===== src/rtl/voxel_pkg.sv =====
// Shared voxel-world widths, address mapping and the tagged
// query result bundle.
package voxel_pkg;

    localparam int X_BITS    = 5;
    localparam int Y_BITS    = 5;
    localparam int Z_BITS    = 5;
    localparam int ADDR_BITS = X_BITS + Y_BITS + Z_BITS;
    localparam int TAG_BITS  = 4;

    typedef struct packed {
        logic                occupied;
        logic                oob;
        logic [TAG_BITS-1:0] tag;
    } voxel_result_t;

    function automatic logic [ADDR_BITS-1:0] voxel_addr(
        input logic [X_BITS-1:0] x,
        input logic [Y_BITS-1:0] y,
        input logic [Z_BITS-1:0] z
    );
        return {z, y, x};
    endfunction

endpackage


===== src/rtl/voxel_result_fifo.sv =====
// Shift-register result FIFO: the head always sits in entry 0,
// so dout comes straight from a flop.
module voxel_result_fifo #(
    parameter  int W     = 6,
    parameter  int DEPTH = 3,
    localparam int CW    = $clog2(DEPTH + 1)
) (
    input  logic          clk,
    input  logic          rst,
    input  logic          push,
    input  logic [W-1:0]  din,
    input  logic          pop,
    output logic [W-1:0]  dout,
    output logic [CW-1:0] count
);

    logic [W-1:0]  ent [DEPTH];
    logic [W-1:0]  nxt [DEPTH];
    logic [CW-1:0] wr;

    assign wr   = count - CW'(pop);
    assign dout = ent[0];

    // Vacated slots shift in zero, so an empty FIFO shows all-zero data.
    always_comb begin
        nxt = ent;
        if (pop) begin
            for (int i = 0; i < DEPTH - 1; i++) begin
                nxt[i] = ent[i+1];
            end
            nxt[DEPTH-1] = '0;
        end
        for (int i = 0; i < DEPTH; i++) begin
            if (push && CW'(i) == wr) begin
                nxt[i] = din;
            end
        end
    end

    always_ff @(posedge clk) begin
        if (rst) begin
            count <= '0;
            ent   <= '{default: '0};
        end else begin
            count <= count + CW'(push) - CW'(pop);
            ent   <= nxt;
        end
    end

    always_ff @(posedge clk) begin
        if (!rst && push && !pop) begin
            assert (count < CW'(DEPTH))
            else $error("voxel_result_fifo overflow");
        end
    end

endmodule


===== src/rtl/voxel_query_pipe.sv =====
// Occupancy lookup front end for a sync-read voxel RAM: one query
// per cycle in, tagged occupied/oob results out in issue order.
module voxel_query_pipe #(
    parameter int X_BITS    = 5,
    parameter int Y_BITS    = 5,
    parameter int Z_BITS    = 5,
    parameter int COORD_W   = 8,
    parameter int TAG_W     = 4,
    parameter int OUT_DEPTH = 3
) (
    input  logic                           clk,
    input  logic                           rst,
    input  logic                           load_mode,
    input  logic                           q_valid,
    output logic                           q_ready,
    input  logic [COORD_W-1:0]             q_x,
    input  logic [COORD_W-1:0]             q_y,
    input  logic [COORD_W-1:0]             q_z,
    input  logic [TAG_W-1:0]               q_tag,
    output logic [X_BITS+Y_BITS+Z_BITS-1:0] ram_raddr,
    input  logic                           ram_rdata,
    output logic                           r_valid,
    input  logic                           r_ready,
    output logic                           r_occupied,
    output logic                           r_oob,
    output logic [TAG_W-1:0]               r_tag,
    output logic                           busy
);

    import voxel_pkg::*;

    localparam int RW = TAG_W + 2;
    localparam int CW = $clog2(OUT_DEPTH + 1);

    if (OUT_DEPTH < 2) begin : g_bad_depth
        $error("OUT_DEPTH must be at least 2");
    end

    logic             inflight;
    logic             fl_oob;
    logic [TAG_W-1:0] fl_tag;
    logic             oob;
    logic             accept;
    logic             pop;
    logic [CW-1:0]    count;
    logic [CW:0]      used;
    logic [RW-1:0]    din;
    logic [RW-1:0]    dout;

    assign ram_raddr = {q_z[Z_BITS-1:0], q_y[Y_BITS-1:0], q_x[X_BITS-1:0]};

    // In range means every bit above the index width is zero.
    assign oob = (|q_x[COORD_W-1:X_BITS])
               | (|q_y[COORD_W-1:Y_BITS])
               | (|q_z[COORD_W-1:Z_BITS]);

    // Credit check counts the in-flight read so the buffer never overflows.
    assign used    = {1'b0, count} + {{CW{1'b0}}, inflight};
    assign q_ready = !rst && !load_mode && (used < (CW+1)'(OUT_DEPTH));
    assign accept  = q_valid && q_ready;

    always_ff @(posedge clk) begin
        if (rst) begin
            inflight <= 1'b0;
            fl_oob   <= 1'b0;
            fl_tag   <= '0;
        end else begin
            inflight <= accept;
            if (accept) begin
                fl_oob <= oob;
                fl_tag <= q_tag;
            end
        end
    end

    assign din = {ram_rdata & ~fl_oob, fl_oob, fl_tag};
    assign pop = r_valid && r_ready;

    voxel_result_fifo #(
        .W     (RW),
        .DEPTH (OUT_DEPTH)
    ) u_fifo (
        .clk   (clk),
        .rst   (rst),
        .push  (inflight),
        .din   (din),
        .pop   (pop),
        .dout  (dout),
        .count (count)
    );

    assign r_valid = count != '0;
    assign {r_occupied, r_oob, r_tag} = dout;
    assign busy = inflight | r_valid;

endmodule


===== config.mk =====
export PLATFORM = sky130hd
export DESIGN_NAME = voxel_query_pipe
export DESIGN_NICKNAME = d
export VERILOG_FILES = /design/src/rtl/voxel_pkg.sv /design/src/rtl/voxel_result_fifo.sv /design/src/rtl/voxel_query_pipe.sv
export SDC_FILE = /design/constraint.sdc
export NUM_CORES = 1
export LEC_CHECK = 0
export CAP_MARGIN = 15
export CORE_MARGIN = 2
export CORE_UTILIZATION = 44
export DETAILED_ROUTE_END_ITERATION = 12
export HOLD_SLACK_MARGIN = 0.06
export MAX_ROUTING_LAYER = met4
export PLACE_DENSITY_LB_ADDON = 0.2
export SLEW_MARGIN = 0
export SYNTH_ARGS = -nofsm -noshare
export SYNTH_HDL_FRONTEND = slang
export SYNTH_SLANG_ARGS = --single-unit

===== constraint.sdc =====
create_clock -name clk -period 2.2 [get_ports clk]
set_input_delay 0.33 -clock clk [delete_from_list [all_inputs] [get_ports clk]]
set_output_delay 0.33 -clock clk [all_outputs]
set_load 0.01 [all_outputs]

==> results of run 1 <==
## final timing paths
| kind | cells past startpoint | slack, ps | to |
|---|---|---|---|
| max reg2reg | 6 | 320 | fl_oob |
| max | 4 | 140 | q_ready |
| min | 2 | 490 | u_fifo.ent[2] |
| min reg2reg | 2 | 490 | u_fifo.ent[2] |
## placed cells by master, fill, tap and decap left out
| master | n |
|---|---|
| a2111oi_4 | 1 |
| a21o_1 | 1 |
| a21oi_1 | 10 |
| a311oi_1 | 1 |
| a311oi_2 | 12 |
| and2_1 | 2 |
| buf_4 | 7 |
| clkbuf_2 | 1 |
| clkbuf_4 | 3 |
| clkdlybuf4s50_1 | 26 |
| dfxtp_1 | 26 |
| ha_1 | 3 |
| inv_1 | 9 |
| nand2_1 | 25 |
| nand2b_2 | 1 |
| nand3_1 | 4 |
| nand4_1 | 2 |
| nand4b_2 | 1 |
| nand4bb_4 | 1 |
| nor2b_1 | 4 |
| nor2b_4 | 1 |
| nor3_1 | 8 |
| o21a_1 | 2 |
| o21ai_0 | 1 |
| o21ai_2 | 1 |
| o311ai_0 | 2 |
| o31ai_1 | 4 |
| o32ai_1 | 4 |
| or2_1 | 1 |
| or2_2 | 1 |
| or3_1 | 2 |
| or4_1 | 1 |
| or4_4 | 1 |
| xnor2_1 | 1 |
## report_power, final
part           internal, mW  switching (mW)
Combinational        0.0718          0.0612
Sequential            0.484         0.00956
Clock                0.0641           0.134
## per-stage QoR
stage | hold slack, ps | worst slack (ps)
final | 489 | 144
after global routing | 524 | 62.4
after CTS | 491 | 14.3
after detailed placement | 471 | 91.2
after global placement | 464 | 144
after floorplan | 454 | 210
## state kept, by name, summed over array words and instances (netlist names)
name          cells
fl_tag            4
fl_oob            1
inflight          1
u_fifo.count      2
u_fifo.ent       12
u_fifo.dout       6
## what timing repair did
| item | CTS | global route |
|---|---|---|
| resized for setup | 1 | 2 |
| cloned | 0 | 0 |
| buffers inserted | 0 | 0 |
| setup endpoints to repair | 1 | 1 |
| pin swaps | 0 | 0 |
## critical path: stages, from the launching register on
cell and delay [ps]:
dfxtp_1 340, ha_1 200, ha_1 310, a2111oi_4 370, clkbuf_2 190
## final cells by class
| class | count | area [um2] |
|---|---|---|
| sequential | 26 | 520 |
| multi-input combinational | 98 | 744 |
| tap | 46 | 57.6 |
| clock buffer | 3 | 22.5 |
| fill | 346 | 1640 |
| inverter | 9 | 33.8 |
| timing repair buffer | 34 | 318 |
## per-layer routing
metal / up-vias / part of all wire
met5: - / 0
met4: 0 / 0.016
met3: 9 / 0.066
met2: 56 / 0.49
met1: 525 / 0.43
li1: 581 / -
## logic make-up after synthesis
| kind of cell | Yosys count | synth area share |
|---|---|---|
| buf+inv | 40 | 0.178 |
| fa+ha+maj | 3 | 0.0244 |
| compound gates | 39 | 0.250 |
| simple gates | 55 | 0.203 |
| xor+xnor | 1 | 0.00569 |
| flops | 26 | 0.338 |
==> run metrics, run 1 <==
Leak Pwr 0.575 nW; CP Max Fanout 2; via count 1171; Tot GR Track Use 0.169; Finished Cell Area 1700 um2; Async S/R FF share, synth 0; worst vdd ir 188 uV; unrepaired setup endpoints after global routing no; Synth Instances roughly 160; Clock Latency Late Sink roughly 310 ps; Yosys top cell by area dfxtp_1; HPWL Detailed around 2400 um; Initial Util 0.461; first-pass GRT wire length 5210 um; Die ar. 3990 um2; Top Ports a little under 60; synth-to-layout area growth 10.2%; R2R Path Start inflight; Clock Skew 3.94 ps; Final GP Congestion approximately 0.8; CTS tree yes; fin util 0.508; power per cell area just under 500 nW/um2; Clock Sink Count 26; antenna violations before repair 0; Worst setup SP type register; Hold Startpoint u_fifo.ent[2]; Inst Count DP 213; die height 63.1 um; Avg Vias per Cell 5.42; Max-Cap Viols 0; clock slew at reported path FFs 130 ps; layout cells sized above 1 0.182; # DRC 0; Post-synth top cells dfxtp_1 (26), nand2_1 (25), buf_4 (20), a311oi_2 (12), a21oi_1 (10); period utilisation layout 0.934; Ys Warns 0; Synth Flop Type dfxtp_1; Avg Cell Area, Syn 9.38 um2; Syn Nets approximately 200; final hold violation count 0; met3 Usage GRT 0.0286; busiest grt layer met2; Sum Neg Setup Slack 0 ps; Tightest Pin Transition 572 ps; number of flops mapped to enable cells by yosys 0; worst hold path type register to register; Tmin final approximately 2000 ps; pins over their slew limit 0; WP data required 1870 ps; Design Power 0.824 mW; Max Clock Freq 486 MHz; Max-slew headroom 0.619; ant diodes 0; Max clock buf depth 2; status finished clean; Crit. Startpoint inflight; port bufs 27; most frequent cell after synthesis dfxtp_1; GRT overflow 0; clk root buf clkbuf_4; vias in the first global route 1136; pin count of the biggest net entering global routing 27; Final Setup Violations 0; first drt pass iteration count 4; Placed Area 1680 um2; GR Util met2 0.287; number of synthesized register bits 26; register area share after synthesis 0.338; Synth top area share 0.338; Yosys cell types 34; Core Area 3340 um2; CP Capture Type output pin; net count reported at finish 209; Routed WL 3100 um; Num CTS Buffers 3; M1 GR Usage 0.202; Post-Syn Area approximately 1500 um2; Site Rows 21; path type of the worst setup path register to output pin; Routed Antenna Nets 0; Avg WL per Cell 14.3 um; Max H-tree Level 1; non-filler cells, final 216; WP data arrival around 1700 ps; Die X 63.1 um; Hold Buf Count CTS 0; 1st-iter DRT viols 37; largest cells by area after synthesis dfxtp_1 (34%), a311oi_2 (12%), buf_4 (9.8%)
No activity file was read; power rests on OpenSTA's default activity.
==> inputs of run 2 (changes only) <==
REMOVE_ABC_BUFFERS = 1   (was not set)
==> run 2 against run 1 <==
Net effect: register-to-register slack about the same; critical path type unchanged; clock-buffer cell count up 1; largest cell class unchanged; core utilization up 0.64 points; die area unchanged; fmax down 0.63%; via count unchanged; critical endpoint unchanged; flip-flop and latch count unchanged; critical path depth unchanged; final cell count up 0.93%; sequential power about the same; final area up 1.3%.
==> run metrics, run 2 (same netlist as run 1, synthesis figures left out) <==
Num CTS Buffers 3 (unchanged); Max-slew headroom 0.615 (was 0.619); Avg WL per Cell 14.6 um (was 14.3 um); Die ar. 3990 um2 (unchanged); Max-Cap Viols 0 (unchanged); NetSw 0.215 mW (was 0.204 mW); reg-to-reg slack, setup 320 ps (about the same); first-pass GRT wire length 5380 um (was 5210 um); Top reg by flops u_fifo.ent (unchanged); commonest non-fill, non-tap cells in the layout dfxtp_1 (26), clkdlybuf4s50_1 (26), nand2_1 (25) (unchanged); worst vdd ir 241 uV (was 188 uV); HPWL Detailed 2440 um (was 2360 um); Leak Pwr 0.588 nW (was 0.575 nW); Clock Skew 1.51 ps (was 3.94 ps); layout cells sized above 1 0.192 (was 0.182); Seq pwr share 0.565 (was 0.599); first drt pass iteration count 4 (unchanged); WP data arrival 1740 ps (was 1730 ps); Hold Buf Count CTS 0 (unchanged); CP Max Fanout 2 (unchanged); via count 1171 (unchanged); Final GP Congestion 0.820 (was 0.797); path type of the worst setup path register to output pin (unchanged); pin count of the biggest net entering global routing 27 (unchanged); Top Ports 58 (unchanged); Core Area 3340 um2 (unchanged); ant diodes 0 (unchanged); Initial Util 0.461 (unchanged); switching part of the total 0.246 (was 0.248); Tmin final 2070 ps (was 2060 ps); Max Clock Freq 483 MHz (was 486 MHz); Site Rows 21 (unchanged); CP Capture Type output pin (unchanged); CTS tree yes (unchanged); Int Power 0.658 mW (was 0.620 mW); Tot GR Track Use 0.174 (was 0.169); post-CTS setup buffer count 0 (unchanged); Final Setup Violations 0 (unchanged); pins over their slew limit 0 (unchanged); period utilisation layout 0.940 (was 0.934); # DRC 0 (unchanged); Sum Neg Setup Slack 0 ps (unchanged); fin util 0.515 (was 0.508); worst hold path type register to register (unchanged); Routed Antenna Nets 0 (unchanged); GRT overflow 0 (unchanged); Clk network pwr share 0.282 (was 0.240); die height 63.1 um (unchanged); power per cell area 508 nW/um2 (was 486 nW/um2); Comb pwr share 0.153 (was 0.161); WP data required 1870 ps (about the same); Max H-tree Level 1 (unchanged); max reg flops 12 (unchanged); Die X 63.1 um (unchanged); status finished clean (unchanged); Clock Latency Late Sink 320 ps (was 310 ps); Avg Vias per Cell 5.37 (was 5.42); Tightest Pin Transition 578 ps (was 572 ps); unrepaired setup endpoints after global routing no (unchanged); clock slew at reported path FFs 140 ps (was 130 ps); Max clock buf depth 2 (unchanged); Placed Area 1690 um2 (was 1680 um2); antenna violations before repair 0 (unchanged); Routed WL 3190 um (was 3100 um); Finished Cell Area 1720 um2 (was 1700 um2); 1st-iter DRT viols 33 (was 37); final hold violation count 0 (unchanged); vias in the first global route 1143 (was 1136); Clock Sink Count 26 (unchanged); clk root buf clkbuf_4 (unchanged); port bufs 27 (unchanged); Design Power 0.873 mW (was 0.824 mW); Worst setup SP type register (unchanged); net count reported at finish 210 (was 209); synth-to-layout area growth 11.6% (was 10.2%)
[run 2: worst max-delay path: stages, from the launching register on]
cell and delay [ps]:
dfxtp_1 340, ha_1 200, ha_1 300, a2111oi_4 380, clkbuf_2 190
[run 2: metrics by stage]
| step | hold WS, ps | worst slack, ps | instances |
|---|---|---|---|
| after floorplan | 398 | 208 | 133 |
| after global placement | 464 | 92.1 | 214 |
| after detailed placement | 470 | 88.7 | 214 |
| after CTS | 491 | 11.2 | 218 |
| after global routing | 524 | 14.7 | 218 |
| final | 490 | 131 | 218 |
[run 2: metal layers]
layer	up-vias	global-route usage	wire [um]
met2	39	0.263	1460
met5	-	-	0
met4	0	0.0528	34
met3	4	0.0607	203
li1	581	-	-
met1	547	0.218	1490
[run 2: worst paths after layout]
check | startpoint | to | cells after the start
max | inflight | q_ready | 4
min | u_fifo.ent[2] | u_fifo.ent[2] | 2
max reg2reg | inflight | fl_oob | 6
min reg2reg | u_fifo.ent[2] | u_fifo.ent[2] | 2
[run 2: power by group through the flow]
stage / sequential (mW) / combinational [mW] / clock, mW
after global placement: 0.503 / 0.133 / 0
after global routing: 0.496 / 0.145 / 0.274
final: 0.494 / 0.133 / 0.246
after floorplan: 0.508 / 0.0487 / 0
after CTS: 0.494 / 0.135 / 0.252
after detailed placement: 0.504 / 0.135 / 0
[run 2: layout make-up]
| cell class | instances | area, um2 |
|---|---|---|
| Clock buffer | 4 | 36.3 |
| Fill cell | 341 | 1620 |
| Sequential cell | 26 | 520 |
| Inverter | 9 | 33.8 |
| Tap cell | 46 | 57.6 |
| Multi-Input combinational cell | 98 | 744 |
| Timing Repair Buffer | 35 | 325 |
[run 2: timing repair]
action                                  4_1_cts  5_1_grt
gates resized for setup                       2        1
cloned                                        0        0
endpoints found under the setup margin        1        1
pin swaps                                     0        0
